`src/rtl/multiplexor_rr.sv`:
```
// multiplexor_rr
// ---------------------------------------------------------------------------
// Selects one of CHANNELS input words per cycle and registers it onto a single
// valid/ready output stage.
//
// Arbitration modes:
//   - Fixed mode (i_mode=0): the channel named by i_con is selected.
//   - Round-robin mode (i_mode=1): a rotating pointer decides which channel
//     is selected next.
//
// Grants are issued only when the output register can take a new word.
// A new word can be taken when the register is empty or is being consumed
// in the same cycle. Because of this, back-to-back traffic runs at one word
// per cycle with no bubbles.
//
// Optional feature: when MULTIPLEXOR_RR_COUNT_EN is defined, a saturating
// 16-bit count of consumed words is added on o_count.
//
// Ports:
//   clk      in   rising-edge clock
//   rs       in   asynchronous reset, active low
//   i_data   in   flattened channel data, channel k at [k*WIDTH +: WIDTH]
//   i_valid  in   per-channel data valid
//   o_grant  out  per-channel accept (one-hot or zero), combinational
//   i_con    in   channel select used in fixed mode
//   i_mode   in   0 = fixed select, 1 = round-robin
//   o_data   out  registered output word
//   o_sel    out  channel index that produced o_data
//   o_valid  out  output register holds an unconsumed word
//   i_ready  in   downstream accepts o_data this cycle
//   o_count  out  (MULTIPLEXOR_RR_COUNT_EN only) consumed-word count, saturating
// ---------------------------------------------------------------------------
module multiplexor_rr #(
  parameter int WIDTH    = 8,
  parameter int CHANNELS = 4,
  localparam int SEL_W   = $clog2(CHANNELS)
) (
  input  logic                      clk,
  input  logic                      rs,
  input  logic [CHANNELS*WIDTH-1:0] i_data,
  input  logic [CHANNELS-1:0]       i_valid,
  output logic [CHANNELS-1:0]       o_grant,
  input  logic [SEL_W-1:0]          i_con,
  input  logic                      i_mode,
  output logic [WIDTH-1:0]          o_data,
  output logic [SEL_W-1:0]          o_sel,
  output logic                      o_valid,
  input  logic                      i_ready
`ifdef MULTIPLEXOR_RR_COUNT_EN
  ,
  output logic [15:0]               o_count
`endif
);

  logic             load;
  logic             grant_any;
  logic [SEL_W-1:0] grant_idx;
  logic [SEL_W-1:0] cand;
  logic [SEL_W-1:0] ptr;
  logic [WIDTH-1:0] sel_data;

  // Arbitration.
  // The search starts at ptr+1 and wraps modulo CHANNELS. Because CHANNELS
  // is a power of two, that wrap is just SEL_W-bit overflow. The final
  // iteration (i = CHANNELS) lands back on ptr itself. That way a lone
  // requester on the last-granted channel still gets served.
  // Holding rs low suppresses every grant, even before the register reset
  // has taken effect.
  always_comb begin
    load      = !o_valid || i_ready;
    grant_any = 1'b0;
    grant_idx = '0;
    cand      = '0;
    if (rs && load) begin
      if (!i_mode) begin
        grant_any = i_valid[i_con];
        grant_idx = i_con;
      end else begin
        for (int i = 1; i <= CHANNELS; i++) begin
          cand = ptr + SEL_W'(i);
          if (!grant_any && i_valid[cand]) begin
            grant_any = 1'b1;
            grant_idx = cand;
          end
        end
      end
    end
  end

  // Expand the granted index into the one-hot accept vector.
  always_comb begin
    o_grant = '0;
    if (grant_any) begin
      o_grant[grant_idx] = 1'b1;
    end
  end

  // Data mux for the granted channel.
  // This is written as a compare per channel rather than a variable
  // part-select, so each slice is a constant range.
  always_comb begin
    sel_data = '0;
    for (int k = 0; k < CHANNELS; k++) begin
      if (grant_idx == SEL_W'(k)) begin
        sel_data = i_data[k*WIDTH +: WIDTH];
      end
    end
  end

  // Output register and round-robin pointer.
  // A grant already implies load, so a transfer either fills an empty
  // register or replaces a word being consumed this same edge.
  // The pointer starts at CHANNELS-1 so that channel 0 is searched first.
  // It only moves on round-robin grants, so fixed-mode traffic leaves the
  // rotation where it was.
  always_ff @(posedge clk or negedge rs) begin
    if (!rs) begin
      o_valid <= 1'b0;
      o_data  <= '0;
      o_sel   <= '0;
      ptr     <= SEL_W'(CHANNELS - 1);
    end else begin
      if (grant_any) begin
        o_valid <= 1'b1;
        o_data  <= sel_data;
        o_sel   <= grant_idx;
        if (i_mode) begin
          ptr <= grant_idx;
        end
      end else if (i_ready) begin
        o_valid <= 1'b0;
      end
    end
  end

`ifdef MULTIPLEXOR_RR_COUNT_EN
  // Consumed-word counter. It sticks at all-ones instead of wrapping, so a
  // long run never reads back as a small number.
  always_ff @(posedge clk or negedge rs) begin
    if (!rs) begin
      o_count <= '0;
    end else if (o_valid && i_ready && (o_count != 16'hFFFF)) begin
      o_count <= o_count + 16'd1;
    end
  end
`endif

endmodule

```
`config.mk`:
```
export PLATFORM = sky130hd
export DESIGN_NAME = multiplexor_rr
export DESIGN_NICKNAME = d
export VERILOG_FILES = /design/src/rtl/multiplexor_rr.sv
export SDC_FILE = /design/constraint.sdc
export NUM_CORES = 1
export LEC_CHECK = 0
export ABC_AREA = 1
export BUFFER_PORTS_ARGS = -buffer_cell sky130_fd_sc_hd__clkbuf_2
export CAP_MARGIN = 20
export CORE_UTILIZATION = 42
export DETAILED_ROUTE_END_ITERATION = 10
export PLACE_DENSITY = 0.77
export SYNTH_ARGS = -nofsm -noshare
export SYNTH_HDL_FRONTEND = slang
export SYNTH_SLANG_ARGS = --single-unit
```
`constraint.sdc`:
```
create_clock -name clk -period 1.8 [get_ports clk]
set_input_delay 0.09 -clock clk [delete_from_list [all_inputs] [get_ports clk]]
set_output_delay 0.09 -clock clk [all_outputs]
set_load 0.01 [all_outputs]
```
==> impl_metrics.ini <==
[worst_setup_path]
crit_type = reg2out
cp.arrival_ns = 2.34
cp_common_cell = nand2_1
cp-end-kind = output port
critPathRequiredTime_ns = 1.71
slowest_stage = dfstp_2
startpoint_type = register
crit_chain = buf_12 > nand2_1 > nand2_4 > nand2_1 > nand2_1 > inv_2 > nand2_1 > o21ai_1 > nor3b_2 > inv_1 > nand2_2 > inv_2 > nand2_2 > nor2_1 > clkbuf_2
critPathMaxFanout = 5
cp_slowest_stage_delay_ns = 0.57

[floorplanning]
dieArea_um2 = 3170
core-area_um2 = 2780
die_h_um = 56.3
initial_core_util_pct = 44.5
num_io_pins = 57
rows = 19
die_w_um = 56.3

[timing]
min_period_ns = 2.43
max_freq_mhz = 411
worstMarginPinSlew_ns = 0.337
setup-tns-final_ns = -7.72
fin_ws_ns = -0.634
fin_skew_ns = 0.00178
maxSlewHeadroom_pct = 77.6
finalSetupViolations = 17
rsz0062_at_grt = yes
period_share_pct = 135
finalMaxSlewViolations = 0
hold_viol_final = 0

[route]
wire_per_inst_um = 14.8
drc_errors = 0
drtAntennaViolNets = 0
dr_total_vias = 1697
drtPass1Iterations = 4
drt_wl_total_mm = 4.62
drt_first_iter_violations = 86
avgViaCountPerCell = 5.44

[placement]
port_buffers = 56
place_ws_ns = -0.286
gp_congestion = 0.817
hpwl_mm = 2.53
place_inst = 287

[grt]
grt-ovfl-total = 0
grt_pass1_wl_mm = 6.42
grt_util_all_layers_pct = 25.2
grt_max_degree = 14
grt_pass1_vias = 1535
antenna_found_initial = 0

[logic_synthesis]
synth_top_area_cell = dfrtp_1
syn_area_um2 = 1240
synth.most_common_cell = nand2_1
synth_cell_type_count = 27
syn_inst = 189
synth_area_leaders = dfrtp_1, nand2_1, nand3_1
avgSynthCellArea_um2 = 6.55
ys.warnings.count = 0
synth-async-reset-ratio_pct = 100
syn-num-nets = 231
synth_top_area_share_pct = 22.2
synthFlopType = dfrtp_1
yosysSeqAreaShare_pct = 26.5
synth_seq_cells = 13
synth_common_cells = nand2_1, nand3_1, inv_1
synth_edf_count = 0

[clock_network]
cts_htree_levels = 1
clockBufferDepth = 2
cts_tree = built
cts_made_buffers = 3
cts_sinks = 13
root_buffer = clkbuf_4
worst_skew_pair.late_latency_ns = 0.29
path_clk_slew_ns = 0.08

[run_status]
status = complete, but fails checks
violations = setup timing

[power]
power_leakage_nw = 1.15
ir_drop_mv = 0.877
p_per_area_nw_per_um2 = 1140

[finish]
antenna_cells = 0
layout.nets = 324
fin_util_pct = 74.6
area_growth_pct = 67.6
drive_gt1_share_pct = 57.3
n_fill_cell = 206
instances_no_fill = 312

[worst_hold_path]
hp-class = in2reg

[flow_run]
drv_cap = 0
[through the flow]
| step | instance area, µm² | hold WS, ns | power (mW) |
|---|---|---|---|
| finish | 2080 | 0.0899 | 2.37 |
| floorplan | 1260 | -0.206 | 1.34 |
| global placement | 1650 | 0.0646 | 1.70 |
| detailed placement | 1650 | 0.0708 | 1.71 |
| CTS | 1900 | 0.0741 | 2.11 |
| global route | 2080 | 0.100 | 2.53 |
[final cells by class]
type	instances	area (µm²)	area share [%]
Clock buffer	4	26.3	1.27
Inverter	23	101	4.88
Multi-Input combinational cell	147	921	44.4
Sequential cell	13	328	15.8
Tap cell	31	38.8	1.87
Timing Repair Buffer	94	661	31.8
[kinds of logic (layout without fill, tap and decap cells)]
logic type | after synthesis | after routing | share of synthesized area [%]
compound gates | 26 | 26 | 11.2
flops | 13 | 13 | 26.5
simple gates | 121 | 121 | 49.3
buf+inv | 29 | 121 | 13.0
[layout by cell type, fill, tap and decap left out, drive strengths merged]
cell          n
a21oi        12
buf          37
clkbuf       59
dfrtp        11
dfstp         2
dlygate4sd3   2
inv          23
nand2        76
nand3        31
nand4         2
nor2          9
nor3          1
nor3b         1
o211ai        1
o21a          1
o21ai        12
or2           1
[sequential cells by signal, summed over array words and instances, names as in the netlist]
signal	cells
ptr	2
o_sel	2
o_valid	1
o_data	8
[timing repair]
item | 4_1_cts | 5_1_grt
hold buffers | 2 | 0
resized for setup | 26 | 38
endpoints found under the setup margin | 17 | 17
pin swaps | 9 | 19
hold endpoints to repair | 14 | 0
setup buffers | 15 | 8
[worst paths after layout]
kind                                       start                    end  slack [ns]  cells past startpoint
min                                   i_data[26]  o_data[2]$_DFFE_PN0P_        0.09                      3
max in group asynchronous                     rs     ptr[1]$_DFFE_PN1P_        1.23                      3
max                           ptr[0]$_DFFE_PN1P_             o_grant[3]       -0.63                     15
min reg2reg                o_data[7]$_DFFE_PN0P_  o_data[7]$_DFFE_PN0P_        0.49                      2
max reg2reg                   ptr[0]$_DFFE_PN1P_   o_sel[1]$_DFFE_PN0P_       -0.58                     19
min in group asynchronous                     rs  o_data[1]$_DFFE_PN0P_        0.33                      3
[power by group]
group | switching [mW] | leakage, nW | internal [mW]
Sequential | 0.0923 | 0.157 | 0.419
Clock | 0.107 | 0.0150 | 0.0863
Combinational | 0.929 | 0.982 | 0.737
Total | 1.13 | 1.15 | 1.24
[worst max-delay path, delay by kind of cell, from the launching register on]
kind,cells,cell delay [ns]
and+or+nand+nor,9,0.86
DFF,1,0.57
buffers and inverters,5,0.54
AOI/OAI and AO/OA,1,0.07
[per-layer routing]
layer	vias up	track usage, %	part of all wire (%)
met1	823	30.9	41
met2	69	43.9	51
met4	0	10.1	2.6
li1	792	-	-
met3	13	4.38	5.2
met5	-	0	0
(Power assumes the default switching activity.)
